`src/rtl/button_event.sv`:
```
// Button event generator: turns a debounced, clk-synchronous button level
// into press / release / long-press / auto-repeat pulses, a held level and
// an 8-bit count of accepted presses.
module button_event #(
    parameter int ACTIVE_LOW  = 1,
    parameter int LONG_TIME   = 50_000_000,
    parameter int REPEAT_TIME = 10_000_000
) (
    input  logic       clk,
    input  logic       rst,
    input  logic       btn_in,
    output logic       press_pulse,
    output logic       release_pulse,
    output logic       long_press,
    output logic       repeat_pulse,
    output logic       held,
    output logic [7:0] press_count
);

    // One shared counter times both the long-press hold and the repeat period.
    localparam int MAX_TIME = (LONG_TIME > REPEAT_TIME) ? LONG_TIME : REPEAT_TIME;
    localparam int CNT_W    = (MAX_TIME > 1) ? $clog2(MAX_TIME) : 1;

    localparam logic [CNT_W-1:0] LONG_LAST   = CNT_W'(LONG_TIME - 1);
    localparam logic [CNT_W-1:0] REPEAT_LAST = CNT_W'(REPEAT_TIME - 1);

    typedef enum logic [1:0] {
        WAIT_REL,
        IDLE,
        PRESSED,
        REPEAT
    } state_t;

    state_t           state;
    logic [CNT_W-1:0] cnt;
    logic             pressed;

    // Normalise the button polarity; the input is already debounced and synchronous.
    assign pressed = (btn_in == (ACTIVE_LOW == 0));

    // Event FSM with registered outputs; a release always takes priority over a threshold.
    always_ff @(posedge clk or posedge rst) begin
        if (rst) begin
            state         <= WAIT_REL;
            cnt           <= '0;
            press_count   <= 8'd0;
            press_pulse   <= 1'b0;
            release_pulse <= 1'b0;
            long_press    <= 1'b0;
            repeat_pulse  <= 1'b0;
            held          <= 1'b0;
        end else begin
            // NOTE: non-blocking assignments so every register samples pre-edge values;
            // the pulse defaults below are overridden later in the same block.
            press_pulse   <= 1'b0;
            release_pulse <= 1'b0;
            long_press    <= 1'b0;
            repeat_pulse  <= 1'b0;

            case (state)
                // A button already down at reset must be released before it counts.
                WAIT_REL: begin
                    if (!pressed) begin
                        state <= IDLE;
                    end
                end

                IDLE: begin
                    if (pressed) begin
                        state       <= PRESSED;
                        cnt         <= '0;
                        press_pulse <= 1'b1;
                        held        <= 1'b1;
                        press_count <= press_count + 8'd1;
                    end
                end

                PRESSED: begin
                    if (!pressed) begin
                        state         <= IDLE;
                        cnt           <= '0;
                        release_pulse <= 1'b1;
                        held          <= 1'b0;
                    end else if (cnt == LONG_LAST) begin
                        state      <= REPEAT;
                        cnt        <= '0;
                        long_press <= 1'b1;
                    end else begin
                        cnt <= cnt + 1'b1;
                    end
                end

                REPEAT: begin
                    if (!pressed) begin
                        state         <= IDLE;
                        cnt           <= '0;
                        release_pulse <= 1'b1;
                        held          <= 1'b0;
                    end else if (cnt == REPEAT_LAST) begin
                        cnt          <= '0;
                        repeat_pulse <= 1'b1;
                    end else begin
                        cnt <= cnt + 1'b1;
                    end
                end

                default: begin
                    state <= WAIT_REL;
                    cnt   <= '0;
                    held  <= 1'b0;
                end
            endcase
        end
    end

endmodule

```
`config.mk`:
```
export PLATFORM = sky130hd
export DESIGN_NAME = button_event
export DESIGN_NICKNAME = d
export VERILOG_FILES = /design/src/rtl/button_event.sv
export SDC_FILE = /design/constraint.sdc
export NUM_CORES = 1
export LEC_CHECK = 0
export CORE_ASPECT_RATIO = 0.75
export CORE_MARGIN = 4
export CORE_UTILIZATION = 45
export CTS_BUF_LIST = sky130_fd_sc_hd__clkbuf_4 sky130_fd_sc_hd__clkbuf_8
export DETAILED_ROUTE_END_ITERATION = 6
export PLACE_DENSITY = 0.68
export SYNTH_ARGS = -nofsm -noshare
export SYNTH_HDL_FRONTEND = slang
export SYNTH_SLANG_ARGS = --single-unit
```
`constraint.sdc`:
```
create_clock -name clk -period 3.3 [get_ports clk]
set_input_delay 0.495 -clock clk [delete_from_list [all_inputs] [get_ports clk]]
set_output_delay 0.495 -clock clk [all_outputs]
set_load 0.005 [all_outputs]
```
### Word level (Yosys, flattened, before mapping)

Index checks and enable logic that the tools add are counted.

* logic and storage cells: 53
* bits of input ports: 3
* output and inout port bits: 13
* register bits after elaboration: 41

* equality and inequality tests: 9
* bitwise logic cells: 1
* reductions and logical operators: 9
* $add $sub $neg: 2
* mux-type cells: 24

Operators with widths (number)
* $mux W26: 5
* $pmux W26 S3: 1
* $add A26 B1 Y26 const B: 1
* $eq A26 B24 Y1 const B: 1
* $eq A26 B26 Y1 const B: 1
* $mux W1: 12
* $add A8 B1 Y8 const B: 1
* $mux W2: 4
* $pmux W2 S3: 1
* $reduce_and A3 Y1: 2
* $eq A2 B2 Y1 const B: 2
* $ne A2 B1 Y1 const B: 2
* $reduce_and A2 Y1: 2
* $reduce_or A2 Y1: 2
* $ne A3 B3 Y1 const B: 1
* $reduce_bool A3 Y1: 1
* $eq A2 B1 Y1 const B: 1
* $logic_not A2 Y1: 1
* $ne A2 B2 Y1 const B: 1
* $pmux W1 S2: 1
* $reduce_bool A2 Y1: 1
* $not A1 Y1: 1

### Longest topological paths before layout

* word-level depth: 4
* mapped depth: 8
* depth with buffers taken out: 8

### Worst setup path after synthesis

No wires, ideal clock.

* path type: reg2reg
* start point: register cnt[0]
* end point: register cnt[0]
* required time: 3175 ps
* arrival time: 2197 ps
* buffers on the path: 0
* slack: 979 ps
* library setup time: 125 ps
* cell stages (with the launch flop): 7
* clock period less this slack: 2321 ps
* path through: dfrtp_1 ha_1 or4bb_1 or4_4 o21ai_4 a211oi_2 mux2_2

* longest elaborated chain between the ends: 4
* elaborated cells between the ends (all ways): 8
* classes of those cells: 1 x add/sub; 2 x eq/ne; 5 x mux

RTL lines
* from (decl): line 35 `logic [CNT_W-1:0] cnt;`
* from (signal assigned): line 89 `cnt <= cnt + 1'b1;`
* from (signal assigned): line 103 `cnt <= cnt + 1'b1;`
* $add A26 B1 Y26 (tied with other cells): line 89, 103
* $mux W26 (on tied branches): line 99, 84
* $mux W26 (on tied branches): line 94, 79
* $pmux W26 S3 (*): line 60 `case (state)`

Every way passes the cells marked *; elsewhere a longest branch is shown, timed or not.
A chain may end at the register's enable or synchronous reset.

### Worst setup path after layout

* start point: register cnt[0]
* end point: register cnt[22]

The elaborated chain is that of the path after synthesis.

==> results.tsv <==
stage	metric	value	unit
yosys	ys_types	43	
routing	drtIter0Drc	90	
final_layout	diodes	0	
final_layout	layout_commonest_cell	dfrtp_1	
clock_tree	cts_hold_buf	0	
placed_design	hpwl	3020	um
final_layout	mostFrequentLayoutCells	dfrtp_1, nor2_1, xor2_1, nand2_1, clkdlybuf4s50_1	
floorplan	core_area	4470	sq um
critical_path	critPathLaunchType	flop	
critical_path	endpoint_kind	flop	
yosys	ys.flop_type	dfrtp_1	
timing	fin_setup_tns	0	ps
timing	clock-skew-final	10.5	ps
placed_design	gp_congestion	0.813	
routing	final_antenna_net_count	0	
routing	avgRoutedWirePerCell	14.6	um
min_path	hold-path-cell-count	1	
clock_tree	clkLatencyLatePin	290	ps
timing	setup_viol_count_final	0	
routing	routed_wl	4170	um
final_layout	drive_gt1_frac	0.105	
critical_path	worstPathArrival	2680	ps
global_routing	grt_antenna_before_repair	0	
yosys	ys_seq_area_frac	0.490	
timing	worst_pin_slew	627	ps
placed_design	portBuffers	15	
min_path	hold_end	press_count[7]	
yosys	synth_edf_count	0	
power_and_ir_drop	power.leakage	0.00102	uW
clock_tree	clk_pin_slew	80	ps
floorplan	die_area	5820	sq um
floorplan	die_y	67.1	um
global_routing	grt_pass1_wl	7110	um
timing	period_minus_slack	2530	ps
clock_tree	post_cts_buffers	0	
power_and_ir_drop	ir_drop	0.000370	V
yosys	postSynthAreaPerCell	10.1	sq um
yosys	syn_area	2090	sq um
timing	rsz0062_at_grt	no	
placed_design	dp_slack	806	ps
global_routing	grt_max_degree	42	
run	max_cap_violations	0	
floorplan	ioPinCount	16	
yosys	yosys_register_bits	41	
global_routing	first_global_vias	1409	
yosys	synthCells	207	
final_layout	synthToLayoutAreaGrowth	16.3	%
critical_path	startpoint	cnt[0]	
clock_tree	cts-root-buf	clkbuf_8	
timing	setup_slack	768	ps
critical_path	regToRegStartpoint	cnt[0]	
critical_path	worstPathRequired	3450	ps
run_status	outcome	finished, final reports clean	
routing	drcViolationCount	0	
clock_tree	cts_buffers	5	
routing	drtPass1Iterations	4	
floorplan	start_util	0.468	
critical_path	rr_endpoint	cnt[22]	
clock_tree	cts_resized	0	
clock_tree	cts_buffer_depth	2	
min_path	min_from	press_count[7]	
clock_tree	ctsHtreeMaxLevel	2	
global_routing	overflow	0	
floorplan	die_w	86.7	um
routing	via_count	1518	
yosys	mappedNetlistNets	217	
timing	slew_headroom	0.582	
critical_path	critPathMaxFanout	10	
timing	final_max_slew_viol_count	0	
clock_tree	clock-sinks	41	
yosys	synthArstFlopShare	1.00	
timing	period_share	0.767	
clock_tree	cts_tree	done	
timing	max_freq	395	MHz
yosys	yosys_warnings	0	
timing	whs	474	ps
power_and_ir_drop	p_per_area	648	nW/um^2
critical_path	path_class	flop to flop	
min_path	hold_class	flop to flop	
routing	avgViaCountPerCell	5.31	
critical_path	reg2reg_slack	770	ps
floorplan	rows	21	
timing	finalHoldViolations	0	
global_routing	track_usage	0.157	
critical_path	reg2regPathDepth	7	
final_layout	nets	238	
worst max-delay path by stage:
stage                     endpoint  cells after the start
after floorplan             cnt[0]                      6
after global placement     cnt[10]                      8
after detailed placement   cnt[14]                      8
after CTS                  cnt[14]                      8
after global routing        cnt[6]                      8
final                      cnt[22]                      7
per-layer routing:
| layer | wire, um | vias up | GRT usage |
|---|---|---|---|
| met1 | 2330 | 718 | 0.256 |
| met4 | 33 | 0 | 0.0350 |
| met5 | 0 | - | 0 |
| li1 | - | 766 | - |
| met3 | 165 | 5 | 0.0371 |
| met2 | 1640 | 29 | 0.201 |
kinds of logic (layout without fill, tap and decap cells):
group / after synthesis / after routing / synth area share
simple gates: 96 / 96 / 0.240
flops: 41 / 41 / 0.490
xor+xnor: 27 / 27 / 0.113
compound gates: 21 / 21 / 0.0772
buf+inv: 13 / 35 / 0.0269
fa+ha+maj: 7 / 7 / 0.0419
mux: 2 / 2 / 0.0108
Yosys cell counts, types with 2 or more instances:
master / n / area, sq um
nor2_1: 29 / 109
nand2_1: 15 / 56.3
ha_1: 7 / 87.6
nand3b_1: 2 / 15.0
a31oi_1: 5 / 31.3
or4b_1: 2 / 20.0
nand4_1: 10 / 62.6
nor3_1: 4 / 20.0
inv_1: 9 / 33.8
nor4_1: 4 / 25.0
clkbuf_1: 2 / 7.51
xnor2_1: 10 / 87.6
a21oi_1: 5 / 25.0
nand3_1: 14 / 70.1
xor2_1: 17 / 149
nand2b_1: 3 / 18.8
buf_4: 2 / 15.0
dfrtp_1: 41 / 1030
mux2_2: 2 / 22.5
sequential cells by signal, indices dropped and copies added (netlist names):
name           count
long_press         1
press_pulse        1
state              2
repeat_pulse       1
cnt               26
held               1
press_count        8
release_pulse      1
critical path: stages (launching register included):
cell      delay [ps]
dfrtp_1          390
ha_1             230
or4bb_1          480
or4_4            580
o21ai_4          210
a211oi_2         180
a41oi_1          230
a31oi_1           90
power by group:
group	switching (uW)	internal (uW)
clock network	175	246
logic	268	239
registers	74.4	575
final cells by class:
| type | instances | area, sq um |
|---|---|---|
| inverters | 9 | 33.8 |
| clock buffers | 6 | 82.6 |
| fillers | 405 | 2030 |
| clock inverters | 2 | 37.5 |
| repair buffers | 18 | 173 |
| flip-flops and latches | 41 | 1030 |
| well taps | 57 | 71.3 |
| multi-input cells | 153 | 1010 |
per-stage QoR:
stage | power (uW) | utilization | instances | cell area [sq um]
after floorplan | 984 | - | 207 | 2090
after global placement | 1160 | 0.518 | 278 | 2310
after detailed placement | 1160 | 0.518 | 278 | 2310
after CTS | 1590 | 0.545 | 286 | 2430
after global routing | 1680 | 0.545 | 286 | 2430
final | 1580 | 0.545 | 286 | 2430
No activity file was read; power rests on OpenSTA's default activity.
